**config.mk**
```make
export PLATFORM = sky130hd
export DESIGN_NAME = ahb_bram_if_flat
export DESIGN_NICKNAME = d
export VERILOG_FILES = /design/src/rtl/ahb_bram_if_if.sv /design/src/rtl/ahb_bram_if.sv /design/src/flat_wrapper.sv
export SDC_FILE = /design/constraint.sdc
export NUM_CORES = 1
export LEC_CHECK = 0
export ABC_AREA = 1
export ABC_CLOCK_PERIOD_IN_PS = 2160
export BUFFER_PORTS_ARGS = -buffer_cell sky130_fd_sc_hd__buf_4
export CAP_MARGIN = 5
export CORE_MARGIN = 2
export CORE_UTILIZATION = 38
export DETAILED_ROUTE_END_ITERATION = 8
export PLACE_DENSITY_LB_ADDON = 0.05
export SYNTH_ARGS = -nofsm -noshare
export SYNTH_HDL_FRONTEND = slang
export SYNTH_SLANG_ARGS = --single-unit
```
**constraint.sdc**
```tcl
create_clock -name HCLK -period 2.16 [get_ports HCLK]
set_clock_uncertainty 0.05 [all_clocks]
set_input_delay 0.108 -clock HCLK [delete_from_list [all_inputs] [get_ports HCLK]]
set_output_delay 0.108 -clock HCLK [all_outputs]
set_load 0.02 [all_outputs]
```
**src/rtl/ahb_bram_if_if.sv**
```systemverilog
// AHB-Lite slave bus plus block-RAM bank signals for ahb_bram_if.
interface ahb_bram_if_if #(
  parameter int unsigned AW = 16
);
  // AHB-Lite bus
  logic          HSEL;
  logic [31:0]   HADDR;
  logic [1:0]    HTRANS;
  logic [2:0]    HSIZE;
  logic          HWRITE;
  logic          HREADY;
  logic [31:0]   HWDATA;
  logic          HREADYOUT;
  logic [31:0]   HRDATA;
  logic          HRESP;
  // Memory bank
  logic [AW-3:0] BRAM_ADDR;
  logic [31:0]   BRAM_WDATA;
  logic [3:0]    BRAM_WREN;
  logic [31:0]   BRAM_RDATA;

  modport slave (
    input  HSEL, HADDR, HTRANS, HSIZE, HWRITE, HREADY, HWDATA, BRAM_RDATA,
    output HREADYOUT, HRDATA, HRESP, BRAM_ADDR, BRAM_WDATA, BRAM_WREN
  );

  modport master (
    output HSEL, HADDR, HTRANS, HSIZE, HWRITE, HREADY, HWDATA, BRAM_RDATA,
    input  HREADYOUT, HRDATA, HRESP, BRAM_ADDR, BRAM_WDATA, BRAM_WREN
  );
endinterface

```
**src/rtl/ahb_bram_if.sv**
```systemverilog
// AHB-Lite slave bridging to a single-port synchronous block RAM.
// Reads are zero-wait; a write data phase that collides with a read
// address phase costs one wait state. Illegal sizes/alignments get a
// two-cycle ERROR response without touching the bank.
module ahb_bram_if #(
  parameter int unsigned AW = 16
) (
  input logic          HCLK,
  input logic          HRESETn,
  ahb_bram_if_if.slave bus
);

  typedef enum logic [1:0] {IDLE, WSTALL, ERR1, ERR2} state_t;

  state_t        state_q, state_d;
  logic          wr_pend_q, wr_pend_d;
  logic          rd_pend_q, rd_pend_d;
  logic [AW-3:0] addr_q, addr_d;
  logic [3:0]    mask_q, mask_d;

  logic          valid;
  logic          illegal;
  logic          conflict;
  logic          accept;
  logic [3:0]    lane_mask;
  logic          unused_bits;

  // Address-phase decode: transfer qualification, legality and lane mask.
  always_comb begin
    valid   = bus.HSEL & bus.HREADY & bus.HTRANS[1];
    illegal = (bus.HSIZE > 3'd2)
            | ((bus.HSIZE == 3'd1) & bus.HADDR[0])
            | ((bus.HSIZE == 3'd2) & (bus.HADDR[1:0] != 2'b00));
    case (bus.HSIZE)
      3'd0:    lane_mask = 4'b0001 << bus.HADDR[1:0];
      3'd1:    lane_mask = 4'b0011 << bus.HADDR[1:0];
      default: lane_mask = 4'b1111;
    endcase
    // HREADY normally mirrors our own HREADYOUT, so the collision test
    // must not depend on it or it would form a combinational loop.
    conflict    = wr_pend_q & bus.HSEL & bus.HTRANS[1] & ~bus.HWRITE & ~illegal;
    accept      = valid & ~conflict & (state_q != ERR1);
    unused_bits = ^{bus.HADDR[31:AW], bus.HTRANS[0]};
  end

  // Next-state, pending data-phase bookkeeping and bus/bank outputs.
  always_comb begin
    state_d        = state_q;
    wr_pend_d      = accept & ~illegal & bus.HWRITE;
    rd_pend_d      = accept & ~illegal & ~bus.HWRITE;
    addr_d         = accept ? bus.HADDR[AW-1:2] : addr_q;
    mask_d         = accept ? lane_mask : mask_q;
    bus.HREADYOUT  = 1'b1;
    bus.HRESP      = 1'b0;
    bus.HRDATA     = rd_pend_q ? bus.BRAM_RDATA : '0;
    bus.BRAM_ADDR  = wr_pend_q ? addr_q : bus.HADDR[AW-1:2];
    bus.BRAM_WDATA = bus.HWDATA;
    bus.BRAM_WREN  = wr_pend_q ? mask_q : '0;
    case (state_q)
      IDLE: begin
        if (conflict) begin
          bus.HREADYOUT = 1'b0;
          state_d       = WSTALL;
        end else if (accept && illegal) begin
          state_d = ERR1;
        end else begin
          state_d = IDLE;
        end
      end
      WSTALL, ERR2: begin
        bus.HRESP = (state_q == ERR2);
        state_d   = (accept && illegal) ? ERR1 : IDLE;
      end
      ERR1: begin
        bus.HREADYOUT = 1'b0;
        bus.HRESP     = 1'b1;
        state_d       = ERR2;
      end
      default: state_d = IDLE;
    endcase
  end

  // State and registered address-phase information.
  always_ff @(posedge HCLK or negedge HRESETn) begin
    if (!HRESETn) begin
      state_q   <= IDLE;
      wr_pend_q <= 1'b0;
      rd_pend_q <= 1'b0;
      addr_q    <= '0;
      mask_q    <= '0;
    end else begin
      state_q   <= state_d;
      wr_pend_q <= wr_pend_d;
      rd_pend_q <= rd_pend_d;
      addr_q    <= addr_d;
      mask_q    <= mask_d;
    end
  end

endmodule

```
**src/flat_wrapper.sv**
```systemverilog
// flat-port wrapper written by rule: the top's interface ports become plain ports
module ahb_bram_if_flat 
#(
  parameter int unsigned AW = 16
)
  (HCLK, HRESETn, bus_HSEL, bus_HADDR, bus_HTRANS, bus_HSIZE, bus_HWRITE, bus_HREADY, bus_HWDATA, bus_BRAM_RDATA, bus_HREADYOUT, bus_HRDATA, bus_HRESP, bus_BRAM_ADDR, bus_BRAM_WDATA, bus_BRAM_WREN);
  ahb_bram_if_if #(.AW(AW)) bus_i ();
  input logic HCLK;
  input logic HRESETn;
  input wire logic [$bits(bus_i.HSEL)-1:0] bus_HSEL;
  input wire logic [$bits(bus_i.HADDR)-1:0] bus_HADDR;
  input wire logic [$bits(bus_i.HTRANS)-1:0] bus_HTRANS;
  input wire logic [$bits(bus_i.HSIZE)-1:0] bus_HSIZE;
  input wire logic [$bits(bus_i.HWRITE)-1:0] bus_HWRITE;
  input wire logic [$bits(bus_i.HREADY)-1:0] bus_HREADY;
  input wire logic [$bits(bus_i.HWDATA)-1:0] bus_HWDATA;
  input wire logic [$bits(bus_i.BRAM_RDATA)-1:0] bus_BRAM_RDATA;
  output wire logic [$bits(bus_i.HREADYOUT)-1:0] bus_HREADYOUT;
  output wire logic [$bits(bus_i.HRDATA)-1:0] bus_HRDATA;
  output wire logic [$bits(bus_i.HRESP)-1:0] bus_HRESP;
  output wire logic [$bits(bus_i.BRAM_ADDR)-1:0] bus_BRAM_ADDR;
  output wire logic [$bits(bus_i.BRAM_WDATA)-1:0] bus_BRAM_WDATA;
  output wire logic [$bits(bus_i.BRAM_WREN)-1:0] bus_BRAM_WREN;
  assign bus_i.HSEL = bus_HSEL;
  assign bus_i.HADDR = bus_HADDR;
  assign bus_i.HTRANS = bus_HTRANS;
  assign bus_i.HSIZE = bus_HSIZE;
  assign bus_i.HWRITE = bus_HWRITE;
  assign bus_i.HREADY = bus_HREADY;
  assign bus_i.HWDATA = bus_HWDATA;
  assign bus_i.BRAM_RDATA = bus_BRAM_RDATA;
  assign bus_HREADYOUT = bus_i.HREADYOUT;
  assign bus_HRDATA = bus_i.HRDATA;
  assign bus_HRESP = bus_i.HRESP;
  assign bus_BRAM_ADDR = bus_i.BRAM_ADDR;
  assign bus_BRAM_WDATA = bus_i.BRAM_WDATA;
  assign bus_BRAM_WREN = bus_i.BRAM_WREN;
  ahb_bram_if #(.AW(AW)) u_core (.HCLK(HCLK), .HRESETn(HRESETn), .bus(bus_i));
endmodule
```
### Word level (Yosys, flattened, before mapping)

Index checks and enable logic that the tools add are counted.

* bits of input ports: 106
* ROM bits: 0
* bits in latches: 0
* register bits after elaboration: 22
* bits in writable memories: 0
* memories kept: 0

* multipliers: 0
* shift-type cells: 2
* order comparisons: 1
* mux-type cells: 10
* reduce and logical (&&, ||, !) cells: 5
* bitwise logic cells: 18
* eq/ne operators: 6
* divide/modulo/power cells: 0
* $add $sub $neg: 0

Operator list (count)
* $mux W32: 1
* $mux W14: 1
* $and A1 B1 Y1: 13
* $pmux W4 S2: 1
* $pmux W2 S3: 1
* $eq A2 B2 Y1 const B: 2
* $mux W2: 2
* $mux W4: 1
* $pmux W1 S2: 2
* $shl A1 B2 Y4 const A: 1
* $shl A2 B2 Y4 const A: 1
* $eq A3 B1 Y1 const B: 1
* $eq A3 B2 Y1 const B: 1
* $gt A3 B2 Y1 const B: 1
* $logic_not A3 Y1: 1
* $not A1 Y1: 3
* $eq A2 B1 Y1 const B: 1
* $logic_not A2 Y1: 1
* $ne A2 B2 Y1 const B: 1
* $or A1 B1 Y1: 2
* $reduce_bool A2 Y1: 1
* $reduce_or A2 Y1: 1
* $logic_and A1 B1 Y1: 1
* $mux W1: 1

### Longest topological paths before layout

* depth after elaboration: 13
* mapped depth: 8
* mapped depth without buffers: 7

### Worst setup path after synthesis

OpenSTA, ideal clock, no wires.

* kind: reg2reg
* from: reg u_core.wr_pend_q
* to: reg u_core.mask_q[0]
* clock period less this slack: 1.241 ns
* slack: 0.919 ns
* buffers on the path: 3
* required time: 1.994 ns
* cell stages (with the launch flop): 9
* arrival time: 1.075 ns
* cell sequence: dfrtp_1 > buf_6 > nand2_4 > nor2_8 > nand3_4 > buf_8 > buf_12 > nand3_2 > nand2_1

* longest elaborated chain between the ends: 7

Ends and longest elaborated chain
* start: declaration: RTL line ahb_bram_if.sv:16 `logic wr_pend_q, wr_pend_d;`
* start signal: assignment: RTL line ahb_bram_if.sv:93 `wr_pend_q <= wr_pend_d;`
* $and A1 B1 Y1 (4 in series): RTL line ahb_bram_if.sv:41 `conflict = wr_pend_q & bus.HSEL & bus.HTRANS[1] & ~bus.HWRITE & ~illegal;`
* $not A1 Y1: RTL line ahb_bram_if.sv:42 `accept = valid & ~conflict & (state_q != ERR1);`
* $and A1 B1 Y1 (2 in series): RTL line ahb_bram_if.sv:42
* end signal: assignment: RTL line ahb_bram_if.sv:96 `mask_q <= mask_d;`
* end: declaration: RTL line ahb_bram_if.sv:19 `logic [3:0] mask_q, mask_d;`

Every way passes these cells.
A chain may end at the register's enable or synchronous reset.

### Worst setup path in the final report

* from: in bus_HWRITE
* to: out bus_HREADYOUT

* longest elaborated chain between the ends: 5

Ends and longest elaborated chain
* start: declaration: RTL line flat_wrapper.sv:14 `input wire logic [$bits(bus_i.HWRITE)-1:0] bus_HWRITE;`
* $not A1 Y1: RTL line ahb_bram_if.sv:41
* $and A1 B1 Y1 (2 in series): RTL line ahb_bram_if.sv:41
* $mux W1: RTL line ahb_bram_if.sv:61 `if (conflict) begin`
* $pmux W1 S2: RTL line ahb_bram_if.sv:59 `case (state_q)`
* end: declaration: RTL line flat_wrapper.sv:18 `output wire logic [$bits(bus_i.HREADYOUT)-1:0] bus_HREADYOUT;`

Every way passes these cells.

==> run metrics <==
WL final=4987 µm; Post-Synth XOR/XNOR Area=0; main combinational cell family by area after synthesis=simple AND/OR/NAND/NOR gates; Clock Sinks=22; CP required=2000 ps; Critical Path End Type=output pin; hpwl dp=3827 µm; Mapped Area=0.001826 mm²; most frequent cell after synthesis=nand2_1; diodes inserted=0; Routed WL per cell=13.30 µm; largest net degree at the start of global routing=33; Die Span Y=73.31 µm; Arrival @ worst endpoint=1820 ps; Reg2Reg Depth=6; initial antenna violation count=0; CORE AREA=0.004692 mm²; Post-Synth Adder-Cell Area=0; share of cells above drive strength 1=0.4642; largest area contributor in the netlist=dfrtp_1; number of max-cap violations=0; DRC=0; CTS H-tree lvls=1; antenna-violating nets left=0; clock root buffer=clkbuf_8; Async SR Flop Fraction=1.000; hold_sp=bus_HADDR[4]; CP startpoint=bus_HWRITE; Yosys cell types=23; endpoints failing setup=0; fin crit period=1979 ps; Hold Fails Final Rpt=0; Startpoint Class=input pin; Reg2Reg Setup Slack=750 ps; worst vdd ir=536.3 µV; delay of the slowest cell on the worst path=560 ps; first-pass GRT wire length=7348 µm; die span in x=73.31 µm; storage element area=550.5 µm²; Layout Nets=428; number of flops mapped to enable cells by yosys=0; gpl congestion=0.7071; Worst-Margin Slew=339.4 ps; clk buf depth=2; final period utilization=0.9164; Post-CTS Setup Bufs=0; Ys Warns=0; area of the multi-input gates=769.5 µm²; WS Path Type=input pin to output pin; Final Util=0.5312; Worst path top cell family by delay=buffers and inverters; Worst-path clk slew=90 ps; DR vias=1664; CTS tree=done; Mapped Cells=246; Syn Area/Cell=7.421 µm²; status=finished clean; Rows=25; Detailed Route Iter0 Violations=50; CTS resizes=0; PD cells=611.6 mW/mm²; worst path cell trace=dlygate4sd3_1 -> buf_4 -> inv_1 -> nand2_4 -> nor2_8 -> nand3_4 -> o21ai_2 -> inv_1 -> buf_4; total negative slack=0 ps; Seq cells post-synth=22; Filler Cell Count=468; syn_nets=352; hold-fix buffers at CTS=2; worst r2r src=u_core.wr_pend_q; top cell type's share of synthesized area=0.3016; post-synthesis mux area share=0.08636; Seq/Total Area, Yosys=0.3016; Skew-Pair Late Insertion Delay=260 ps; CTS buffer count=3; DR pass1 iterations=4; GRT Total Usage=0.1774; PortBufs=108; vias in the first global route=1494; Initial Utilization=0.3891; area growth from synthesis to layout=36.53%; top post-synthesis cells by area=dfrtp_1, nand2_1, buf_4; Via-to-Cell Ratio=4.437; Hold EP=u_core.addr_q[2]; Worst slew margin=0.7737; Synth Area in Compound Gates=0.01302; Design Area, Final=0.002492 mm²; CP bufs+invs=5; Synth Area in Simple Gates=0.3221; die area=0.005374 mm²; GRT overflow=0; RSZ-0062 raised after global routing=no; Crit-path slowest cell=dlygate4sd3_1; Hold Crit Class=input pin to flip-flop; Hold Crit Depth=3; Pleak=1.604 nW; Most used DFF post-synth=dfrtp_1; R2R Path End=u_core.addr_q[6]; fmax=505.2 MHz; area post-placement=0.002401 mm²; # IOs=190; worst-path maximum fanout=20; Slew Limit Fails=0; most frequent cells after synthesis=nand2_1, inv_1, buf_4, dfrtp_1, mux2_2
==> cell usage in the layout, fill, tap and decap left out, drive strengths merged <==
cell and n:
a21oi 1, buf 112, bufinv 1, clkbuf 3
dfrtp 22, dlygate4sd3 2, inv 46, mux2 14
nand2 86, nand3 22, nand4 1, nor2 8
o21ai 3
==> routing by layer <==
metal / up-vias / track usage / wire (µm) / share of wire
met4: 0 / 0.09293 / 199 / 0.040
li1: 844 / - / - / -
met3: 8 / 0.06036 / 575 / 0.12
met2: 85 / 0.3033 / 2366 / 0.47
met1: 727 / 0.1937 / 1847 / 0.37
met5: - / 0 / 0 / 0
==> where the power goes <==
group | internal [mW] | switching [mW]
Sequential | 0.579 | 0.0841
Combinational | 0.225 | 0.245
Clock | 0.248 | 0.143
Total | 1.05 | 0.472
==> how the worst max path moves through the flow <==
| stage | endpoint | slack [ps] | cells past startpoint |
|---|---|---|---|
| after floorplan | u_core.mask_q[0] | 920 | 8 |
| after global placement | bus_HREADYOUT | 720 | 6 |
| after detailed placement | bus_HREADYOUT | 710 | 6 |
| after CTS | bus_HREADYOUT | 180 | 9 |
| after global routing | bus_HREADYOUT | 80 | 9 |
| final | bus_HREADYOUT | 180 | 9 |
==> cells by family after synthesis <==
kind of cell / Yosys count
and+or+nand+nor: 117
muxes: 14
DFF: 22
AOI/OAI and AO/OA: 4
buffers and inverters: 89
==> sequential cells by signal, summed over array words and instances (netlist names), named ones only <==
register          count
u_core.addr_q        14
u_core.mask_q         4
u_core.rd_pend_q      1
u_core.state_q        1
u_core.wr_pend_q      1
==> tightest hold or removal path, stage by stage <==
cell     delay (ps)
buf_4            90
nand3_2          60
nand2_1          60
==> cell type report <==
class,instances,area share
timing repair buffer,114,0.3454
multi-input combinational,135,0.3087
sequential,22,0.2209
inverter,46,0.06928
tap,54,0.02711
clock buffer,3,0.01657
clock inverter,1,0.01205
==> through the flow <==
step                total power, mW  setup slack (ps)  cells  hold WS [ps]
floorplan                     1.024             918.8    246        -237.6
global placement              1.133             717.0    369        -30.78
detailed placement            1.145             705.5    369        -28.76
CTS                           1.539             175.1    375         9.205
global route                  1.647             80.73    375         14.31
finish                        1.524             180.6    375         11.71
(Power assumes the default switching activity.)
